[config.mk]
export PLATFORM = sky130hd
export DESIGN_NAME = elevator_ctrl
export DESIGN_NICKNAME = d
export VERILOG_FILES = /design/src/rtl/elevator_ctrl.sv
export SDC_FILE = /design/constraint.sdc
export NUM_CORES = 1
export LEC_CHECK = 0
export CAP_MARGIN = 20
export CORE_MARGIN = 4
export CORE_UTILIZATION = 40
export CTS_CLUSTER_DIAMETER = 60
export DETAILED_ROUTE_END_ITERATION = 6
export GPL_TIMING_DRIVEN = 0
export PLACE_DENSITY = 0.73
export SYNTH_ARGS = -nofsm -noshare
export SYNTH_HDL_FRONTEND = slang
export SYNTH_SLANG_ARGS = --single-unit
[constraint.sdc]
create_clock -name clk -period 3.05 [get_ports clk]
set_input_delay 0.305 -clock clk [delete_from_list [all_inputs] [get_ports clk]]
set_output_delay 0.305 -clock clk [all_outputs]
set_load 0.02 [all_outputs]
[src/rtl/elevator_ctrl.sv]
// rtl/elevator_ctrl.sv - SCAN elevator controller with per-floor call latching, travel and door timing
module elevator_ctrl #(
   parameter int N_FLOORS      = 3,
   parameter int TRAVEL_CYCLES = 4,
   parameter int DOOR_CYCLES   = 3
) (
   input  logic                clk,
   input  logic                rst_n,
   input  logic [N_FLOORS-1:0] button_n,
   output logic [N_FLOORS-1:0] led,
   output logic [N_FLOORS-1:0] floor,
   output logic                door,
   output logic                moving,
   output logic                dir_up
);

   localparam int MAX_CYC = (TRAVEL_CYCLES > DOOR_CYCLES) ? TRAVEL_CYCLES : DOOR_CYCLES;
   localparam int CW      = $clog2(MAX_CYC + 1);
   localparam logic [CW-1:0]       T_LAST = CW'(TRAVEL_CYCLES - 1);
   localparam logic [CW-1:0]       D_LOAD = CW'(DOOR_CYCLES);
   localparam logic [CW-1:0]       C_ONE  = CW'(1);
   localparam logic [N_FLOORS-1:0] ONE    = N_FLOORS'(1);

   typedef enum logic [1:0] {IDLE, MOVING, DOOR_OPEN} state_t;

   state_t              state;
   logic [CW-1:0]       cnt;
   logic [N_FLOORS-1:0] button_q;
   logic [N_FLOORS-1:0] press;
   logic [N_FLOORS-1:0] press_led;
   logic [N_FLOORS-1:0] at_or_below;
   logic [N_FLOORS-1:0] above;
   logic [N_FLOORS-1:0] below;
   logic [N_FLOORS-1:0] next_floor;
   logic                cur_press;

   always_comb begin
      press       = button_q & ~button_n;
      cur_press   = |(press & floor);
      // Current-floor presses are answered by the door, not latched, unless the car is travelling.
      press_led   = (state == MOVING) ? press : (press & ~floor);
      at_or_below = (floor << 1) - ONE;
      above       = led & ~at_or_below;
      below       = led & (floor - ONE);
      next_floor  = dir_up ? (floor << 1) : (floor >> 1);
   end

   always_ff @(posedge clk) begin
      if (!rst_n) begin
         state    <= IDLE;
         cnt      <= '0;
         button_q <= '1;
         led      <= '0;
         floor    <= ONE;
         door     <= 1'b0;
         moving   <= 1'b0;
         dir_up   <= 1'b1;
      end else begin
         button_q <= button_n;
         led      <= led | press_led;
         case (state)
            IDLE: begin
               if (cur_press) begin
                  state <= DOOR_OPEN;
                  door  <= 1'b1;
                  cnt   <= D_LOAD;
               end else if (|led) begin
                  // Keep heading the same way while work remains there, otherwise reverse.
                  state  <= MOVING;
                  moving <= 1'b1;
                  cnt    <= '0;
                  dir_up <= dir_up ? (|above) : ~(|below);
               end
            end
            MOVING: begin
               if (cnt == T_LAST) begin
                  floor <= next_floor;
                  if (|(led & next_floor)) begin
                     led    <= (led | press_led) & ~next_floor;
                     state  <= DOOR_OPEN;
                     moving <= 1'b0;
                     door   <= 1'b1;
                     cnt    <= D_LOAD;
                  end else begin
                     cnt <= '0;
                  end
               end else begin
                  cnt <= cnt + C_ONE;
               end
            end
            DOOR_OPEN: begin
               if (cur_press) begin
                  cnt <= D_LOAD;
               end else if (cnt == C_ONE) begin
                  state <= IDLE;
                  door  <= 1'b0;
                  cnt   <= '0;
               end else begin
                  cnt <= cnt - C_ONE;
               end
            end
            default: state <= IDLE;
         endcase
      end
   end

endmodule
==> impl_metrics.csv, run 1 <==
group,metric,value,unit
run_status,status,"finished clean",
worst_setup_path,cp-startpoint,"button_n[1]",
synth,ys_types,42,
final_layout,syn2layout_area_growth,18.3,%
worst_setup_path,r2r_start,"dir_up",
cts,cts_tree,"built",
synth,synth_area_leader_cell,"dfxtp_1",
worst_setup_path,setup.worst_path.start_class,"input pin",
synth,ys_warn_count,0,
power,pwr_density_cell,604,nW/um^2
floorplan,row_count,18,
floorplan,die_w,59.4,um
drt,wirelength,2420,um
power,power_frac_seq,38.8,%
cts,ctsLongestPathBuffers,2,
cts,numCtsBuffers,3,
final_layout,final_nets,161,
cts,cts_setup_buffers,0,
drt,via_count,1015,
worst_setup_path,crit_fanout,6,
floorplan,initial_core_util,42.3,%
worst_setup_path,crit_end,"dir_up",
synth,syn_area_per_cell,8.13,um^2
floorplan,die_area,3530,um^2
power,p_sw_share,39.5,%
grt,grt_max_degree,11,
grt,overflow,0,
worst_hold_path,hp-class,"reg2reg",
sta,finClkSkew,0.000600,ns
grt,grt_pass1_wl,4160,um
drt,drt_pass1_iterations,4,
final_layout,drive_gt1_share,6.12,%
worst_setup_path,slowest_delay,0.47,ns
grt,met1_usage,20.6,%
synth,yosysMostFrequentCell,"dfxtp_1",
synth,synthArstFlopShare,0,%
floorplan,pin_count,14,
sta,setup_tns,0,ns
sta,fmax,0.537,GHz
final_layout,final_util,50.1,%
grt,grt_pass1_vias,895,
sta,setup_violations,0,
power,power_switching,298,uW
sta,slew_headroom,68.3,%
power,finalPower,755,uW
sta,hold_viol,0,
synth,syn-num-nets,143,
power,combPwrFrac,44.4,%
drt,antenna_left,0,
placed_design,gp_congestion,0.834,
worst_setup_path,r2r_slack,1.20,ns
power,leakage,0.000529,uW
power,clkPwrFrac,16.8,%
grt,grt_use_total,15.5,%
worst_setup_path,slowest_stage,"clkdlybuf4s50_1",
synth,ys.flop_type,"dfxtp_1",
worst_setup_path,required,3.25,ns
worst_setup_path,cp-end-kind,"flop",
grt,met3_usage,2.83,%
placed_design,hpwl,1850,um
run,cap_violations,0,
sta,maxSlewViolCount,0,
power,ir_worst_vdd,0.000382,V
synth,synth_top_area_share,32.2,%
worst_setup_path,crit_chain,"clkdlybuf4s50_1 -> nand3b_1 -> and3_1 -> buf_2 -> nand3_1 -> a221o_1 -> a211o_2",
cts,clkTransAtPathRegs,0.10,ns
drt,drcViolationCount,0,
grt,busiest_layer,"met2",
sta,grt_setup_unrepaired,"false",
synth,netlist_area,1060,um^2
final_layout,diodes,0,
synth,synth_edf_count,0,
cts,clock_tree.root_cell,"clkbuf_4",
floorplan,coreArea,2500,um^2
synth,syn_inst,130,
synth,synth-seq-cells,17,
drt,wl_per_cell,13.7,um
synth,synth_commonest_cells,"dfxtp_1 (17), inv_1 (16), nand2_1 (14)",
cts,clock_latency,0.30,ns
grt,use_met2,24.3,%
sta,period_share,61.0,%
final_layout,num-fill-cells,249,
drt,initialDrtViolationCount,34,
worst_setup_path,worstPathArrival,2.06,ns
cts,hold_buffers,0,
cts,cts_max_level,1,
power,p_int,457,uW
placed_design,port_buffers,13,
cts,clock_sinks,17,
drt,viasPerCell,5.73,
synth,yosysSeqAreaShare,32.2,%
synth,ys_top_cells_by_area,"dfxtp_1 (32%), ha_1 (9.5%), inv_1 (5.7%)",
worst_hold_path,min_from,"door",
cts,cts_resized,0,
worst_setup_path,ff2ff_path_depth,5,
sta,tightest_slew,0.476,ns
grt,antenna_found_initial,0,
worst_setup_path,worstReg2RegEnd,"cnt[1]",
sta,min_period,1.86,ns
worst_setup_path,worstSetupPathType,"in2reg",
floorplan,die_h,59.4,um
[cells in the final DEF, fill, tap and decap left out, drive strengths merged, types with 2 or more instances in the layout]
cell,count
nand2,14
a221oi,2
o211ai,3
inv,16
a31oi,2
or3,3
ha,8
nor3,2
a211oi,2
o21ai,3
mux2,2
o31ai,2
o221a,2
clkdlybuf4s50,13
dfxtp,17
nor2,10
o211a,2
nand3b,3
clkbuf,6
nand3,6
and2,3
a21oi,7
[worst min-delay path by stage]
stage | to | slack (ns) | cells after the start
after CTS | door | 0.47 | 2
after floorplan | button_q[0] | 0.40 | 2
after global routing | door | 0.51 | 2
after global placement | door | 0.44 | 2
after detailed placement | door | 0.45 | 2
final | door | 0.46 | 2
[flip-flops by register name, indices dropped and copies added (netlist names)]
| register | count |
|---|---|
| button_q | 3 |
| door | 1 |
| state | 2 |
| cnt | 3 |
| floor | 3 |
| dir_up | 1 |
| led | 3 |
| moving | 1 |
[metrics by stage]
step           worst slack [ns]  cells  area [um^2]  hold WS, ns
3_5_place_dp              0.876    173         1220        0.452
2_1_floorplan              1.20    130         1060        0.401
4_1_cts                    1.19    177         1250        0.468
3_3_place_gp              0.897    173         1220        0.443
6_report                   1.19    177         1250        0.463
5_1_grt                    1.07    177         1250        0.506
[cell families (layout without fill, tap and decap cells)]
| kind of cell | count (synthesis) | after routing | synth area share [%] |
|---|---|---|---|
| flip-flops | 17 | 17 | 32.2 |
| multiplexers | 3 | 3 | 3.43 |
| adder cells (fa/ha/maj) | 8 | 8 | 9.47 |
| XOR/XNOR | 1 | 1 | 0.829 |
| AO/OA/AOI/OAI | 35 | 35 | 25.3 |
| buffers and inverters | 19 | 36 | 6.86 |
| AND/OR/NAND/NOR | 47 | 47 | 21.9 |
[worst max-delay path: cells and delay by family]
kind	cells	cell delay (ns)
AOI/OAI and AO/OA	2	0.62
buffers and inverters	2	0.63
and+or+nand+nor	3	0.50
[power by group through the flow]
stage               clock network [uW]  logic, uW  registers, uW
floorplan                            0        226            311
global placement                     0        327            296
detailed placement                   0        331            298
CTS                                130        334            293
global route                       141        377            300
finish                             127        335            293
[routing by layer]
| metal | vias to the layer above | wire, um |
|---|---|---|
| li1 | 503 | - |
| met1 | 486 | 1170 |
| met2 | 21 | 1110 |
| met3 | 5 | 101 |
| met4 | 0 | 40 |
| met5 | - | 0 |
[layout make-up]
type | count | area, um^2 | area share, %
plain buffers | 3 | 12.5 | 1.00
flip-flops and latches | 17 | 340 | 27.2
well taps | 30 | 37.5 | 3.00
clock buffers | 4 | 26.3 | 2.10
repair buffers | 13 | 130 | 10.4
multi-input cells | 94 | 644 | 51.5
inverters | 16 | 60.1 | 4.80
(Power assumes the default switching activity.)
==> run 2: changes to the inputs <==
--- a/config.mk
+++ b/config.mk
@@ -11,7 +11,7 @@
 export CTS_CLUSTER_DIAMETER = 60
 export DETAILED_ROUTE_END_ITERATION = 6
 export GPL_TIMING_DRIVEN = 0
-export PLACE_DENSITY = 0.73
+export PLACE_DENSITY = 0.75
 export SYNTH_ARGS = -nofsm -noshare
 export SYNTH_HDL_FRONTEND = slang
 export SYNTH_SLANG_ARGS = --single-unit
==> constraint.sdc (replaced) <==
create_clock -name clk -period 1.5 [get_ports clk]
set_input_delay 0.15 -clock clk [delete_from_list [all_inputs] [get_ports clk]]
set_output_delay 0.15 -clock clk [all_outputs]
set_load 0.02 [all_outputs]
==> run 2 against run 1 <==
Against the previous run:
- the flow now finishes with violations (negative setup slack)
- clock-buffer cell count unchanged
- design area increased by 28%
- critical path depth decreased by 2
- worst hold slack got worse by 0.038 ns
- register-to-register slack got worse by 1.4 ns
- final cell count increased by 7.9%
- clock power increased by 96%
- setup slack got worse by 1.4 ns
- global-route usage increased by 4.7 points
- combinational power increased to 3.1 times the previous value
- largest power group unchanged
==> impl_metrics.csv, run 2 (synthesis results as in run 1) <==
group,metric,value,unit
run_status,status,"complete, but fails checks",
run_status,violations,"negative setup slack",
worst_setup_path,slowest_delay,0.39,ns
power,finalPower,1920,uW
drt,wl_met2,1750,um
power,p_int,1140,uW
drt,wl_per_cell,17.5,um
floorplan,initial_core_util,42.3,%
drt,via_count,1131,
floorplan,die_w,59.4,um
cts,clock_latency,0.29,ns
cts,hold_buffers,0,
power,combPwrFrac,54.0,%
cts,ctsLongestPathBuffers,2,
power,leakage,0.000728,uW
worst_hold_path,hp-class,"in2reg",
final_layout,final_common_cell,"inv_1",
drt,viasPerCell,5.92,
grt,grt_use_total,20.2,%
cts,clock_tree.root_cell,"clkbuf_4",
power,power_frac_seq,33.0,%
cts,numCtsBuffers,3,
final_layout,num-fill-cells,209,
worst_setup_path,slowest_stage,"dfxtp_4",
drt,initialDrtViolationCount,48,
worst_setup_path,cp-end-kind,"flop",
sta,setup_violations,9,
floorplan,coreArea,2500,um^2
sta,setup_ws,-0.174,ns
worst_setup_path,crit_fanout,4,
floorplan,die_h,59.4,um
grt,overflow,0,
final_layout,final_nets,175,
sta,slew_headroom,63.6,%
cts,clkTransAtPathRegs,0.10,ns
sta,hold_viol,0,
placed_design,hpwl,1920,um
final_layout,final_cell_mix,"inv_1 (15), nand2_1 (13), buf_4 (13)",
placed_design,gp_congestion,0.817,
cts,cts_max_level,1,
worst_setup_path,crit_chain,"mux2_4 -> and2_4 -> or3b_4 -> a221oi_2 -> a211oi_1",
sta,fmax,0.597,GHz
power,ir_worst_vdd,0.000843,V
sta,finClkSkew,0.00589,ns
sta,maxSlewViolCount,0,
drt,wl_met1,1370,um
sta,tightest_slew,0.546,ns
grt,grt_max_degree,11,
floorplan,die_area,3530,um^2
worst_setup_path,worstPathArrival,1.85,ns
drt,wl_met3,140,um
worst_setup_path,required,1.68,ns
worst_setup_path,cp_top_family,"simple AND/OR/NAND/NOR gates",
sta,period_share,112,%
worst_setup_path,setup.worst_path.start_class,"flop",
power,p_sw_share,40.5,%
grt,grt_pass1_wl,5440,um
final_layout,final_util,63.9,%
final_layout,syn2layout_area_growth,51.1,%
final_layout,drive_gt1_share,38.5,%
sta,min_period,1.67,ns
drt,top_layer,"met4",
grt,antenna_found_initial,0,
sta,grt_setup_unrepaired,"true",
floorplan,row_count,18,
worst_setup_path,worstSetupPathType,"reg2reg",
power,power_switching,778,uW
power,pwr_density_cell,1200,nW/um^2
placed_design,port_buffers,13,
worst_setup_path,cp_num_buf_inv,0,
drt,antenna_left,0,
run,cap_violations,0,
floorplan,pin_count,14,
power,clkPwrFrac,13.0,%
grt,grt_pass1_vias,1185,
drt,drt_pass1_iterations,4,
final_layout,diodes,0,
cts,clock_sinks,17,
drt,drcViolationCount,0,
drt,wirelength,3340,um
cts,cts_tree,"built",
## run 2: changes by cell type in the layout (fill, tap and decap cells not counted), sizes merged
cell / previous run / this run
dlygate4sd2: 0 / 2
buf: 1 / 16
dlymetal6s2s: 0 / 3
clkbuf: 6 / 5
clkdlybuf4s50: 13 / 8
## run 2: layout make-up
class                      count  area [um^2]  share of cell area [%]
buffer                         2         15.0                   0.940
clock buffer                   4         26.3                    1.64
inverter                      16         62.6                    3.92
multi-input combinational     94          830                    51.9
sequential                    17          372                    23.3
tap                           30         37.5                    2.35
timing repair buffer          28          255                    16.0
## run 2: path summary, 6_finish.rpt
kind / slack (ns) / startpoint / depth (start not counted) / endpoint
max: -0.17 / dir_up / 5 / cnt[1]
min reg2reg: 0.47 / moving / 2 / moving
max reg2reg: -0.17 / dir_up / 5 / cnt[1]
min: 0.42 / button_n[0] / 3 / button_q[0]
## run 2: worst reg2reg max path, delay by kind of cell, from the launching register on
family	cells	cell delay [ns]
mux	1	0.31
compound gates	2	0.32
simple gates	2	0.54
flops	1	0.39
## run 2: routing by layer
metal  up-vias  global-route usage (%)
met5         -                       0
met4         0                    10.0
met3        10                    3.05
met2        28                    35.1
met1       563                    23.8
li1        530                       -
## run 2: power by group through the flow
stage	clock network, uW	registers [uW]	logic, uW
final	249	634	1040
after global routing	279	647	1120
after CTS	253	627	881
after floorplan	0	635	497
after detailed placement	0	609	719
after global placement	0	605	703
## run 2: metrics by stage
stage / TNS (ns) / cell area [um^2] / setup WS [ns] / std cells / hold slack [ns]
after floorplan: -0.221 / 1110 / -0.166 / 130 / 0.246
after global placement: -1.74 / 1280 / -0.385 / 173 / 0.442
after detailed placement: -2.03 / 1280 / -0.391 / 173 / 0.458
after CTS: -0.721 / 1490 / -0.218 / 187 / 0.425
after global routing: -1.51 / 1600 / -0.228 / 191 / 0.442
final: -0.920 / 1600 / -0.174 / 191 / 0.425
## run 2: what timing repair did
action	CTS	global route
pin swaps	11	10
buffers inserted	11	4
endpoints found under the setup margin	10	14
endpoints found under the hold margin	0	0
resized for setup	31	17
==> run 3: changes to the inputs <==
--- a/config.mk
+++ b/config.mk
@@ -6,12 +6,13 @@
 export NUM_CORES = 1
 export LEC_CHECK = 0
 export CAP_MARGIN = 20
-export CORE_MARGIN = 4
+export CORE_MARGIN = 1.5
 export CORE_UTILIZATION = 40
 export CTS_CLUSTER_DIAMETER = 60
 export DETAILED_ROUTE_END_ITERATION = 6
 export GPL_TIMING_DRIVEN = 0
 export PLACE_DENSITY = 0.75
+export SKIP_LAST_GASP = 1
 export SYNTH_ARGS = -nofsm -noshare
 export SYNTH_HDL_FRONTEND = slang
 export SYNTH_SLANG_ARGS = --single-unit
==> run 3 against run 2 <==
Against the previous run:
- largest cell class unchanged
- the flow still finishes with violations (negative setup slack)
- sequential cell count stayed put
- maximum frequency hardly changed
- sequential share of layout area is 0.16 points lower
- core utilization is 1.3 points higher
- final cell count is 0.52% higher
- largest power group unchanged
- non-clock buffer count is 1 higher
==> impl_metrics.csv, run 3 (synthesis results as in run 1) <==
group,metric,value,unit
worst_setup_path,ff2ff_path_depth,5,
final_layout,drive_gt1_share,39.5,%
cts,ctsLongestPathBuffers,2,
floorplan,die_w,54.4,um
worst_hold_path,min_delay_path_depth,3,
worst_setup_path,worstSetupPathType,"reg2reg",
worst_setup_path,r2r_slack,-0.17,ns
worst_hold_path,holdPathEnd,"button_q[0]",
drt,viasPerCell,5.80,
final_layout,syn2layout_area_growth,54.2,%
placed_design,hpwl,1860,um
sta,fmax,0.597,GHz
worst_setup_path,worstPathArrival,1.87,ns
sta,hold_viol,0,
run,cap_violations,0,
sta,grt_setup_unrepaired,"true",
final_layout,multi_input_area,848,um^2
run_status,status,"complete, but fails checks",
placed_design,dp_slack,-0.391,ns
final_layout,regArea,377,um^2
floorplan,die_area,2960,um^2
grt,grt_pass1_wl,4730,um
drt,drcViolationCount,0,
grt,grt_pass1_vias,1058,
worst_hold_path,hp-class,"in2reg",
grt,antenna_found_initial,0,
sta,slew_headroom,66.7,%
worst_setup_path,required,1.70,ns
cts,numCtsBuffers,3,
sta,setup_tns,-0.797,ns
cts,clock_latency,0.31,ns
worst_setup_path,cp-end-kind,"flop",
floorplan,row_count,18,
cts,cts_max_level,1,
grt,overflow,0,
worst_setup_path,worstReg2RegEnd,"cnt[1]",
grt,grt_use_total,22.9,%
sta,hold_slack,0.412,ns
power,pwr_density_cell,1200,nW/um^2
sta,period_share,112,%
placed_design,dp.cells,173,
drt,antenna_left,0,
final_layout,final_nets,176,
worst_setup_path,crit_fanout,4,
final_layout,final_cell_mix,"buf_4 (15), inv_1 (14), nand2_1 (13)",
sta,finClkSkew,0.00942,ns
run_status,violations,"negative setup slack",
drt,wirelength,3160,um
drt,drt_pass1_iterations,5,
cts,clock_sinks,17,
drt,via_count,1114,
drt,initialDrtViolationCount,36,
final_layout,final_util,65.2,%
sta,maxSlewViolCount,0,
worst_setup_path,setup.worst_path.start_class,"flop",
final_layout,diodes,0,
floorplan,initial_core_util,42.3,%
final_layout,num-fill-cells,199,
grt,grt_max_degree,11,
worst_hold_path,min_from,"button_n[0]",
cts,clkTransAtPathRegs,0.11,ns
sta,min_period,1.67,ns
power,leakage,0.000746,uW
cts,cts_tree,"built",
drt,wl_per_cell,16.5,um
final_layout,final_cells,192,
cts,clock_tree.root_cell,"clkbuf_4",
final_layout,final_common_cell,"buf_4",
floorplan,coreArea,2500,um^2
sta,setup_ws,-0.175,ns
floorplan,pin_count,14,
power,ir_worst_vdd,0.000981,V
placed_design,gp_congestion,0.833,
floorplan,die_h,54.4,um
worst_setup_path,r2r_start,"dir_up",
sta,setup_violations,7,
placed_design,port_buffers,13,
sta,tightest_slew,0.499,ns
## run 3: routing by layer
layer / track usage [%] / up-vias / routed length [um]
li1: - / 535 / -
met1: 27.1 / 532 / 1340
met2: 40.0 / 36 / 1620
met3: 4.64 / 11 / 131
met4: 9.17 / 0 / 63
met5: 0 / - / 0
## run 3: area by class of cell
cell class | count | share of cell area [%]
Timing Repair Buffer | 30 | 17.0
Buffer | 1 | 0.230
Tap cell | 30 | 2.30
Inverter | 16 | 3.68
Multi-Input combinational cell | 94 | 52.0
Clock buffer | 4 | 1.61
Sequential cell | 17 | 23.1
## run 3: worst max path at each step
stage,end,startpoint,cells after the start
floorplan,cnt[1],dir_up,5
global placement,dir_up,button_n[1],7
detailed placement,dir_up,button_n[2],7
CTS,cnt[1],dir_up,5
global route,cnt[1],dir_up,5
finish,cnt[1],dir_up,5
## run 3: where the power goes
group,internal (uW),switching (uW)
sequential,542,94.5
combinational,520,542
clock,104,159
total,1170,796
## run 3: metrics by stage
stage          cell area [um^2]  power, uW
2_1_floorplan              1110       1130
3_3_place_gp               1280       1310
3_5_place_dp               1280       1330
4_1_cts                    1500       1780
5_1_grt                    1630       2080
6_report                   1630       1960
## run 3: what timing repair did
action	4_1_cts	5_1_grt
hold buffers	0	0
resized for setup	29	23
endpoints found under the hold margin	0	0
pin swaps	9	15
buffers inserted	12	6
endpoints found under the setup margin	9	17
## run 3: worst max-delay path, cell delays in order, from the launching register on
cell and delay (ns):
dfxtp_4 0.39, mux2_4 0.31, and2_4 0.15, or3b_1 0.38, a221oi_2 0.24, a211oi_1 0.10
==> RTL change, RTL diff (config.mk and constraints of run 2) <==
Set the parameter `DOOR_CYCLES` to 6 (it was 3).
--- a/src/rtl/elevator_ctrl.sv
+++ b/src/rtl/elevator_ctrl.sv
@@ -3,5 +3,5 @@
    parameter int N_FLOORS      = 3,
    parameter int TRAVEL_CYCLES = 4,
-   parameter int DOOR_CYCLES   = 3
+   parameter int DOOR_CYCLES   = 6
 ) (
    input  logic                clk,
Formal check against the unedited RTL: not equivalent (Yosys sat finds a counterexample within 10 cycles, from zero or initial values and one cycle with rst_n low).
==> RTL change against run 2 <==
Sequential cell count unchanged; largest power group unchanged; the flow still finishes with violations (negative setup slack); worst setup slack better by 0.16 ns; critical path type unchanged; highest routed layer unchanged; routed wire length down 17%; utilization down 5.8 points; area after synthesis up 1.3%; critical path depth up 1; design area down 8.2%; total power up 1.1%.
==> RTL change: results (changes against run 2) <==
- Static Leak: 0.606 nW (-17%)
- Sw frac: 0.389 (-0.0160)
- Total track usage: 0.163 (-0.0386)
- Final worst setup slack: -0.0166 ns (+0.157 ns)
- Sequential area share after synthesis: 0.318 (-0.00414)
- 1st-iter DRT viols: 30 (-38%)
- Reg2Reg Depth: 6 (+1)
- Worst EP arrival: 1.76 ns (-0.09 ns)
- Routed Wire Length: 2760 um (-17%)
- Largest fanout on the critical path: 5 (+1)
- Maximum vdd drop: 1.01 mV (+19%)
- DP HPWL: 1850 um (-4.0%)
- Setup Viol. Count Final: 1 (-8)
- Dpl cell area: 1260 um2 (-0.88%)
- Critical Path End: moving
- Distinct cells, synth: 39 (-7.1%)
- Final setup TNS: -0.0166 ns (+0.903 ns)
- Pre-CTS setup slack: -0.314 ns (+0.0772 ns)
- Failing checks: negative setup slack
- Routability cong.: 0.808 (-1.1%)
- Global-route wire length before repair: 4460 um (-18%)
- Reg-to-Reg Start: state[1]
- Vias in the first global route: 986 (-17%)
- Final nets: 164 (-6.3%)
- Area contributors post-synth: dfxtp_1, ha_1, nand2_1
- Post-synth net total: 134 (-6.3%)
- Status: finished with violations
- Detailed-route via count: 1042 (-7.9%)
- Worst slew margin: 0.703 (+0.0674)
- Synth cell count leaders: dfxtp_1, nand2_1, inv_1
- Clock Skews: 0.00230 ns (-0.00359 ns)
==> RTL change: worst max-delay path, delay by kind of cell (launching register included) <==
kind                       cells  cell delay (ns)
adders and majority gates      1             0.14
AOI/OAI and AO/OA              1             0.12
and+or+nand+nor                2             0.53
buffers and inverters          2             0.32
DFF                            1             0.34
==> RTL change: layout make-up <==
| type | instances | area [um2] |
|---|---|---|
| Timing Repair Buffer | 25 | 214 |
| Tap cell | 30 | 37.5 |
| Clock buffer | 3 | 22.5 |
| Buffer | 2 | 15.0 |
| Multi-Input combinational cell | 91 | 768 |
| Inverter | 11 | 41.3 |
| Fill cell | 229 | 1060 |
| Sequential cell | 17 | 363 |
| Clock inverter | 1 | 5.00 |
==> RTL change: power groups by stage <==
stage | Combinational [mW] | Clock, mW | Sequential (mW)
finish | 1.05 | 0.261 | 0.633
global route | 1.14 | 0.284 | 0.647
CTS | 0.955 | 0.263 | 0.624
detailed placement | 0.788 | 0 | 0.637
global placement | 0.765 | 0 | 0.630
floorplan | 0.561 | 0 | 0.653
==> RTL change: cells by family (layout without fill, tap and decap cells) <==
family,count (synthesis),after routing,share of synthesized area
and+or+nand+nor,45,45,0.222
AOI/OAI and AO/OA,32,32,0.255
DFF,17,17,0.318
buffers and inverters,13,42,0.0456
adders and majority gates,8,8,0.0935
muxes,5,5,0.0584
xor gates and xnor gates,1,1,0.00818
==> RTL change: how the worst min path moves through the flow <==
stage / startpoint / end / slack, ns / cells after the start
4_1_cts: button_n[0] / button_q[0] / 0.42 / 3
2_1_floorplan: button_n[0] / button_q[0] / 0.25 / 2
6_report: button_n[2] / button_q[2] / 0.41 / 3
5_1_grt: button_n[0] / button_q[0] / 0.42 / 3
3_5_place_dp: moving / moving / 0.46 / 2
3_3_place_gp: door / door / 0.45 / 2
==> RTL change: metrics by stage <==
stage                     hold slack [ns]  std cells  utilization  total power, mW
final                               0.413        180        0.581             1.94
after CTS                           0.417        178        0.552             1.84
after global routing                0.424        180        0.581             2.07
after floorplan                     0.246        121            -             1.21
after detailed placement            0.461        164        0.501             1.42
after global placement              0.446        164        0.501             1.40
==> RTL change: layer usage <==
metal | vias to the layer above | GRT usage | share of wire
li1 | 502 | - | -
met1 | 497 | 0.215 | 0.42
met2 | 34 | 0.258 | 0.50
met3 | 9 | 0.0259 | 0.054
met4 | 0 | 0.0791 | 0.027
met5 | - | 0 | 0
==> RTL change: timing repair <==
item,CTS,global route
pin swaps,4,9
setup buffers,10,2
endpoints found under the setup margin,19,10
gates resized for setup,18,15
